<file path="src/rtl/adc_frame_tx_pkg.sv">
// Shared definitions for the ADC sample framer: FSM encoding, header default,
// checksum width and the high-byte extraction helper.
package adc_frame_tx_pkg;

  typedef enum logic [2:0] {
    ST_IDLE = 3'd0,
    ST_HDR  = 3'd1,
    ST_SEQ  = 3'd2,
    ST_HI   = 3'd3,
    ST_LO   = 3'd4,
    ST_CSUM = 3'd5
  } frame_state_t;

  localparam logic [7:0]  FRAME_HDR_DEFAULT = 8'hA5;
  localparam int unsigned CSUM_W            = 8;

  // Upper byte of a sample that has been zero-extended to 16 bits.
  function automatic logic [7:0] sample_hi(input logic [15:0] s);
    return s[15:8];
  endfunction

endpackage

</file>
<file path="src/rtl/adc_frame_tx_sample_fifo.sv">
// Single-clock show-ahead sample FIFO with level/full/empty flags.
module sample_fifo #(
  parameter int unsigned WIDTH = 12,
  parameter int unsigned AW    = 4
) (
  input  logic             CLK,
  input  logic             RST,
  input  logic             push,
  input  logic [WIDTH-1:0] din,
  input  logic             pop,
  output logic [WIDTH-1:0] dout,
  output logic [WIDTH-1:0] dout_next,
  output logic [AW:0]      level,
  output logic             full,
  output logic             empty
);

  localparam logic [AW:0] DEPTH   = {1'b1, {AW{1'b0}}};
  localparam logic [AW:0] LVL_ONE = {{AW{1'b0}}, 1'b1};

  logic [WIDTH-1:0] mem [0:(1<<AW)-1];
  logic [AW-1:0]    wr_ptr;
  logic [AW-1:0]    rd_ptr;
  logic [AW-1:0]    rd_ptr_nx;
  logic             do_push;
  logic             do_pop;

  assign full      = (level == DEPTH);
  assign empty     = (level == '0);
  assign do_push   = push & ~full;
  assign do_pop    = pop & ~empty;
  assign rd_ptr_nx = rd_ptr + AW'(1);

  // dout_next lets the consumer load the following sample on the same edge it pops.
  assign dout      = mem[rd_ptr];
  assign dout_next = mem[rd_ptr_nx];

  always_ff @(posedge CLK) begin
    if (do_push) mem[wr_ptr] <= din;
  end

  always_ff @(posedge CLK or negedge RST) begin
    if (!RST) begin
      wr_ptr <= '0;
      rd_ptr <= '0;
      level  <= '0;
    end else begin
      if (do_push) wr_ptr <= wr_ptr + AW'(1);
      if (do_pop)  rd_ptr <= rd_ptr_nx;
      case ({do_push, do_pop})
        2'b10:   level <= level + LVL_ONE;
        2'b01:   level <= level - LVL_ONE;
        default: level <= level;
      endcase
    end
  end

endmodule

</file>
<file path="src/rtl/adc_frame_tx.sv">
// Frames buffered ADC samples (header, sequence, big-endian samples, checksum)
// and hands them byte by byte to the FT245 stage over TXEN/TX_DATA/TX_DONE.
module adc_frame_tx
  import adc_frame_tx_pkg::*;
#(
  parameter int unsigned ADC_WIDTH         = 12,
  parameter int unsigned FIFO_AW           = 4,
  parameter int unsigned SAMPLES_PER_FRAME = 4,
  parameter logic [7:0]  FRAME_HDR         = FRAME_HDR_DEFAULT
) (
  input  logic                 CLK,
  input  logic                 RST,
  input  logic                 SAMPLE_VALID,
  input  logic [ADC_WIDTH-1:0] SAMPLE_DATA,
  output logic [FIFO_AW:0]     FIFO_LEVEL,
  output logic                 FIFO_FULL,
  output logic                 OVERFLOW,
  output logic                 BUSY,
  output logic [7:0]           FRAME_SEQ,
  output logic                 TXEN,
  output logic [7:0]           TX_DATA,
  input  logic                 TX_DONE
);

  localparam logic [FIFO_AW:0] SPF     = (FIFO_AW+1)'(SAMPLES_PER_FRAME);
  localparam logic [FIFO_AW:0] CNT_ONE = (FIFO_AW+1)'(1);

  frame_state_t         state;
  logic                 txen_reg;
  logic [7:0]           tx_data_r;
  logic [CSUM_W-1:0]    csum;
  logic [CSUM_W-1:0]    csum_nx;
  logic [FIFO_AW:0]     sample_cnt;
  logic [FIFO_AW:0]     cnt_inc;
  logic [7:0]           seq;
  logic [ADC_WIDTH-1:0] head;
  logic [ADC_WIDTH-1:0] head_next;
  logic                 fifo_pop;
  logic                 fifo_empty;

  assign fifo_pop = (state == ST_LO) & TX_DONE;
  assign csum_nx  = csum + tx_data_r;
  assign cnt_inc  = sample_cnt + CNT_ONE;

  sample_fifo #(
    .WIDTH (ADC_WIDTH),
    .AW    (FIFO_AW)
  ) u_fifo (
    .CLK       (CLK),
    .RST       (RST),
    .push      (SAMPLE_VALID),
    .din       (SAMPLE_DATA),
    .pop       (fifo_pop),
    .dout      (head),
    .dout_next (head_next),
    .level     (FIFO_LEVEL),
    .full      (FIFO_FULL),
    .empty     (fifo_empty)
  );

  // Checksum accumulates each byte after the header on that byte's TX_DONE.
  always_ff @(posedge CLK or negedge RST) begin
    if (!RST) begin
      state      <= ST_IDLE;
      txen_reg   <= 1'b0;
      tx_data_r  <= '0;
      csum       <= '0;
      sample_cnt <= '0;
      seq        <= '0;
    end else begin
      case (state)
        ST_IDLE: if (!fifo_empty && FIFO_LEVEL >= SPF) begin
          state     <= ST_HDR;
          tx_data_r <= FRAME_HDR;
          txen_reg  <= 1'b1;
        end
        ST_HDR: if (TX_DONE) begin
          state      <= ST_SEQ;
          tx_data_r  <= seq;
          csum       <= '0;
          sample_cnt <= '0;
        end
        ST_SEQ: if (TX_DONE) begin
          state     <= ST_HI;
          tx_data_r <= sample_hi(16'(head));
          csum      <= csum_nx;
        end
        ST_HI: if (TX_DONE) begin
          state     <= ST_LO;
          tx_data_r <= head[7:0];
          csum      <= csum_nx;
        end
        ST_LO: if (TX_DONE) begin
          sample_cnt <= cnt_inc;
          csum       <= csum_nx;
          if (cnt_inc < SPF) begin
            state     <= ST_HI;
            tx_data_r <= sample_hi(16'(head_next));
          end else begin
            state     <= ST_CSUM;
            tx_data_r <= csum_nx;
          end
        end
        ST_CSUM: if (TX_DONE) begin
          state    <= ST_IDLE;
          txen_reg <= 1'b0;
          seq      <= seq + 8'd1;
        end
        default: begin
          state    <= ST_IDLE;
          txen_reg <= 1'b0;
        end
      endcase
    end
  end

  always_ff @(posedge CLK or negedge RST) begin
    if (!RST)                          OVERFLOW <= 1'b0;
    else if (SAMPLE_VALID && FIFO_FULL) OVERFLOW <= 1'b1;
  end

  assign TXEN      = txen_reg & ~TX_DONE;
  assign TX_DATA   = tx_data_r;
  assign BUSY      = (state != ST_IDLE);
  assign FRAME_SEQ = seq;

endmodule

</file>
<file path="config.mk">
export PLATFORM = sky130hd
export DESIGN_NAME = adc_frame_tx
export DESIGN_NICKNAME = d
export VERILOG_FILES = /design/src/rtl/adc_frame_tx_pkg.sv /design/src/rtl/adc_frame_tx_sample_fifo.sv /design/src/rtl/adc_frame_tx.sv
export SDC_FILE = /design/constraint.sdc
export NUM_CORES = 1
export LEC_CHECK = 0
export CORE_UTILIZATION = 40
export CTS_CLUSTER_DIAMETER = 120
export DETAILED_ROUTE_END_ITERATION = 10
export SLEW_MARGIN = 25
export SYNTH_ARGS = -nofsm -noshare
export SYNTH_HDL_FRONTEND = slang
export SYNTH_SLANG_ARGS = --single-unit
</file>
<file path="constraint.sdc">
create_clock -name CLK -period 5.5 [get_ports CLK]
set_input_delay 0.55 -clock CLK [delete_from_list [all_inputs] [get_ports CLK]]
set_output_delay 0.55 -clock CLK [all_outputs]
set_load 0.02 [all_outputs]
</file>
==> summary by stage <==
Run status
The run finished with clean final reports.

Finish
Leaving out filler cells and counting taps, the final layout contains ~1000. The count of filler cells inserted in the layout is 2172. The multi-input gate area in the final layout is 3501 µm². After the last flow step, the layout net total stands at around 690. The utilization after layout is approximately 47%. The repair_antennas step left the layout with diodes totalling 0.

The synthesis-to-finish area growth is 14.84%. The ratio of cells with drive above 1 in the final layout is 19.03%. The register with the most flip-flops is u_fifo.mem. The register with the most flip-flops in the layout has 192 of them.

Summing all flip-flop and latch instances after layout gives 6947 µm².

STA
Across the routed clock network, the largest skew measured is 10.77 ps. The share of the clock period used by the worst path after layout is around 69%. The post-route minimum period is 3818 ps. The final hold violation count is 0. At the pin with the least slew margin, the transition time is 1029 ps. The final max-slew violation count came to 0. The normalized max-slew margin is 31.30%. The accumulated negative setup slack is 0 ps. The timing-limited maximum frequency is 261.9 MHz. Setup repair after global routing left no endpoint under its margin. Setup violations remaining at the end of the flow were counted as 0.

Power
Per report_power, the combinational group accounts for 32.2% of the total. The static power due to leakage is 0.004111 µW. The switching portion of total power is 32.65%. In this run the power spent charging and discharging nets is 2044 µW. Cell internal power was estimated by the tool at 4216 µW. In this run the power density over the cells is roughly 500 nW/µm². The relative contribution of sequential cells to total power is 40.6%. The worst-case IR drop observed on VDD is 0.0002330 V. The clock share of power is between 20 and 30%.

Logic synthesis
The proportion of register bits with asynchronous set or reset after synthesis is 19.67%. The post-synthesis share of cell area spent on full adders, half adders and majority gates is 2.503%. The fraction of the mapped netlist area in compound gates is 5.985%. The combinational family with the most area after synthesis is multiplexers. Among all flip-flop cells after synthesis, the most frequent one is sky130_fd_sc_hd__edfxtp_1.

The proportion of synthesized chip area in sequential cells is 65.49%. The share of synthesized area in the top cell type comes to roughly 54%. Summed over all instances, the cell type with the most area after synthesis is sky130_fd_sc_hd__edfxtp_1.

The flip-flop and latch count after synthesis is 239. Synthesis handed over a netlist of slightly above 600 instances. After Yosys synthesis, XOR and XNOR cells account for under 10% of the synthesized area. In this run the cell area of the synthesized design comes to approximately 11000 µm².

The synthesized design contains 192 enable-type register cells. The mux contribution to synthesized area is 16.00%. During synthesis, Yosys emitted a total of 0 warnings. Ranked by total cell area, the synthesized netlist is headed by sky130_fd_sc_hd__edfxtp_1, sky130_fd_sc_hd__mux4_2, sky130_fd_sc_hd__dfrtp_1, sky130_fd_sc_hd__ha_1, sky130_fd_sc_hd__xnor2_1. The count of unique library cells instantiated by Yosys is 60. The post-synth net total is 656. Summing the areas of all and, or, nand and nor instances in the mapped netlist gives 5.407% of the synthesized area.

The synthesized area per cell is 17.10 µm².

Placed design
The count of placed standard cells including taps is around 970. In this run the tool buffered the top-level ports with 40 buffer cells. After legalization and detailed placement, the total HPWL measured between 10 and 15 mm.

The congestion estimate from routability-driven global placement came to 0.8188.

CTS
Clock-pin slew was measured on the worst setup and hold paths at 60 ps. The clock drives 239 sinks. The worst-skew pair later-pin latency is between 500 and 600 ps. The number of buffers created by CTS is 26. The hold buffer count at CTS is 0.

The post-cts sizing count is 0. Post-CTS timing repair inserted 0 buffers for setup. The deepest clock path buffer count is 3. The CTS tree is yes. The root cell of the clock tree is sky130_fd_sc_hd__clkbuf_16. The H-tree depth is 1.

Drt
The detailed router finished its first iteration with 542 violations. For this run, the detailed router's first-pass iteration total came to 5. In the routed design, unresolved DRC markers number 0.

The count of nets left with antenna violations once routing finished came out at 0. Summed over all layers, the routed wires come to 24.25 mm. The overall via count from detail_route is 5903. Dividing the detail-routed via count by the number of cells gives 5.827. Dividing the detail-routed wire length by the instance count gives approximately 24 µm.

Die
For this configuration, the core starts out at a cell density of between 40 and 50%. After floorplanning, the core was sized to cover 26060 µm². The width of the die is 164.8 µm.

The area enclosed by the die boundary is 27150 µm². The vertical die dimension is 164.8 µm. The top-level port count is 41. The number of standard-cell rows in the floorplan is 59.

GRT
The global-route wire length before repair is 36.61 mm. The routing usage on met1 is roughly a quarter. Entering global routing, the biggest net connects 53 pins. The routing usage on met2 is 31.42%. The global routing met3 resource utilization is 3.466%.

The remaining global-route overflow is 0. met2 is the most crowded layer. The via count of the first global-routing pass was 6126. The initial antenna violation count is 0. Global routing used 18.48% of the available tracks.

Critical path
STA classifies the critical path endpoint as a register. For the worst setup path, the data required time is 5920 ps. The worst setup path is launched from a register. The maximum fanout along the worst path is 16. The worst setup path is of the reg -> reg kind.

The data arrival time at the worst-slack endpoint is 4230 ps.

Worst hold path
The class of the worst hold path is in -> async.

Job
The tool flagged a number of max-cap violations equal to 0.
per-layer routing:
| metal | share of wire (%) | routed length [µm] |
|---|---|---|
| met1 | 41 | 9862 |
| met2 | 50 | 12150 |
| met3 | 6.3 | 1534 |
| met4 | 2.9 | 701 |
| met5 | 0 | 0 |
power groups by stage:
| stage | clock network [µW] | logic, µW | registers [µW] |
|---|---|---|---|
| after detailed placement | 0 | 2020 | 2580 |
| after global placement | 0 | 1980 | 2560 |
| after floorplan | 0 | 1530 | 2450 |
| final | 1700 | 2020 | 2540 |
| after CTS | 1730 | 2030 | 2540 |
| after global routing | 1800 | 2180 | 2590 |
Yosys cell counts (3+ instances only):
cell type,count
sky130_fd_sc_hd__o21ai_0,18
sky130_fd_sc_hd__dfrtp_1,47
sky130_fd_sc_hd__a31oi_1,6
sky130_fd_sc_hd__buf_1,3
sky130_fd_sc_hd__mux2_2,5
sky130_fd_sc_hd__a22oi_1,12
sky130_fd_sc_hd__xor2_1,13
sky130_fd_sc_hd__nand4_1,5
sky130_fd_sc_hd__nand3b_1,5
sky130_fd_sc_hd__nand2_1,28
sky130_fd_sc_hd__edfxtp_1,192
sky130_fd_sc_hd__nand2b_1,4
sky130_fd_sc_hd__mux2i_1,7
sky130_fd_sc_hd__mux4_2,65
sky130_fd_sc_hd__a21oi_1,15
sky130_fd_sc_hd__o211ai_1,6
sky130_fd_sc_hd__nor3b_1,3
sky130_fd_sc_hd__buf_2,10
sky130_fd_sc_hd__buf_6,4
sky130_fd_sc_hd__nor3_1,6
sky130_fd_sc_hd__nand3_1,16
sky130_fd_sc_hd__xnor2_1,16
sky130_fd_sc_hd__ha_1,18
sky130_fd_sc_hd__a21o_1,4
sky130_fd_sc_hd__a22o_1,8
sky130_fd_sc_hd__clkbuf_1,14
sky130_fd_sc_hd__nor2_1,27
sky130_fd_sc_hd__nor2b_1,6
sky130_fd_sc_hd__inv_1,11
sky130_fd_sc_hd__mux4_1,4
sky130_fd_sc_hd__nor4_1,3
cells by family after synthesis:
group	after synthesis
AO/OA/AOI/OAI	92
flip-flops	239
AND/OR/NAND/NOR	114
XOR/XNOR	29
buffers and inverters	45
adder cells (fa/ha/maj)	20
multiplexers	81
worst paths after layout:
check	start	cells after the start	slack, ps	to
worst max-delay path	state[2]$_DFFE_PN0P_	10	1680	u_fifo.level[4]$_DFFE_PN0P_
worst min-delay path	RST	1	40	sample_cnt[3]$_DFFE_PN0P_
worst max register to register	state[2]$_DFFE_PN0P_	10	1680	u_fifo.level[4]$_DFFE_PN0P_
worst min register to register	OVERFLOW$_DFFE_PN0P_	1	450	OVERFLOW$_DFFE_PN0P_
max in group asynchronous	RST	1	5000	u_fifo.rd_ptr[0]$_DFFE_PN0P_
min in group CLK	OVERFLOW$_DFFE_PN0P_	1	450	OVERFLOW$_DFFE_PN0P_
cell usage in the layout (no fill, tap or decap), types with 8 or more instances in the layout:
master / n
sky130_fd_sc_hd__edfxtp_1: 192
sky130_fd_sc_hd__mux4_2: 65
sky130_fd_sc_hd__dfrtp_1: 45
sky130_fd_sc_hd__clkdlybuf4s50_1: 39
sky130_fd_sc_hd__nand2_1: 28
sky130_fd_sc_hd__clkbuf_16: 26
sky130_fd_sc_hd__o21ai_0: 18
sky130_fd_sc_hd__ha_1: 18
sky130_fd_sc_hd__nand3_1: 16
sky130_fd_sc_hd__xnor2_1: 16
sky130_fd_sc_hd__a21oi_1: 15
sky130_fd_sc_hd__nor2_1: 15
sky130_fd_sc_hd__xor2_1: 13
sky130_fd_sc_hd__a22oi_1: 12
sky130_fd_sc_hd__inv_1: 11
sky130_fd_sc_hd__nor2_2: 10
sky130_fd_sc_hd__a22o_1: 8
worst max-delay path, cell delays in order, from the launching register on:
cell                      delay [ps]
sky130_fd_sc_hd__dfrtp_1         590
sky130_fd_sc_hd__nor3b_2         800
sky130_fd_sc_hd__nand2_1         400
sky130_fd_sc_hd__a21oi_1         470
sky130_fd_sc_hd__ha_1            370
sky130_fd_sc_hd__ha_1            320
sky130_fd_sc_hd__a21o_1          200
sky130_fd_sc_hd__a21oi_1         190
sky130_fd_sc_hd__xor2_1          170
sky130_fd_sc_hd__nor2_1           70
sky130_fd_sc_hd__xnor2_1         130
area by class of cell:
class / instances / share of cell area, %
clock buffer: 32 / 5.530
clock inverter: 16 / 1.336
inverter: 11 / 0.3392
multi-input combinational: 336 / 28.76
sequential: 239 / 57.07
tap: 335 / 3.444
timing repair buffer: 44 / 3.516
metrics by stage:
| step | hold slack (ps) | setup WS (ps) | total power [µW] | cell area [µm²] |
|---|---|---|---|---|
| floorplan | 254.4 | 2809 | 3979 | 10600 |
| global placement | 444.2 | 1888 | 4544 | 11320 |
| detailed placement | 449.8 | 1730 | 4604 | 11330 |
| CTS | 53.49 | 1705 | 6310 | 12170 |
| global route | 78.75 | 1394 | 6567 | 12170 |
| finish | 37.75 | 1682 | 6260 | 12170 |
Note: power is estimated with default switching activity, not from simulation.
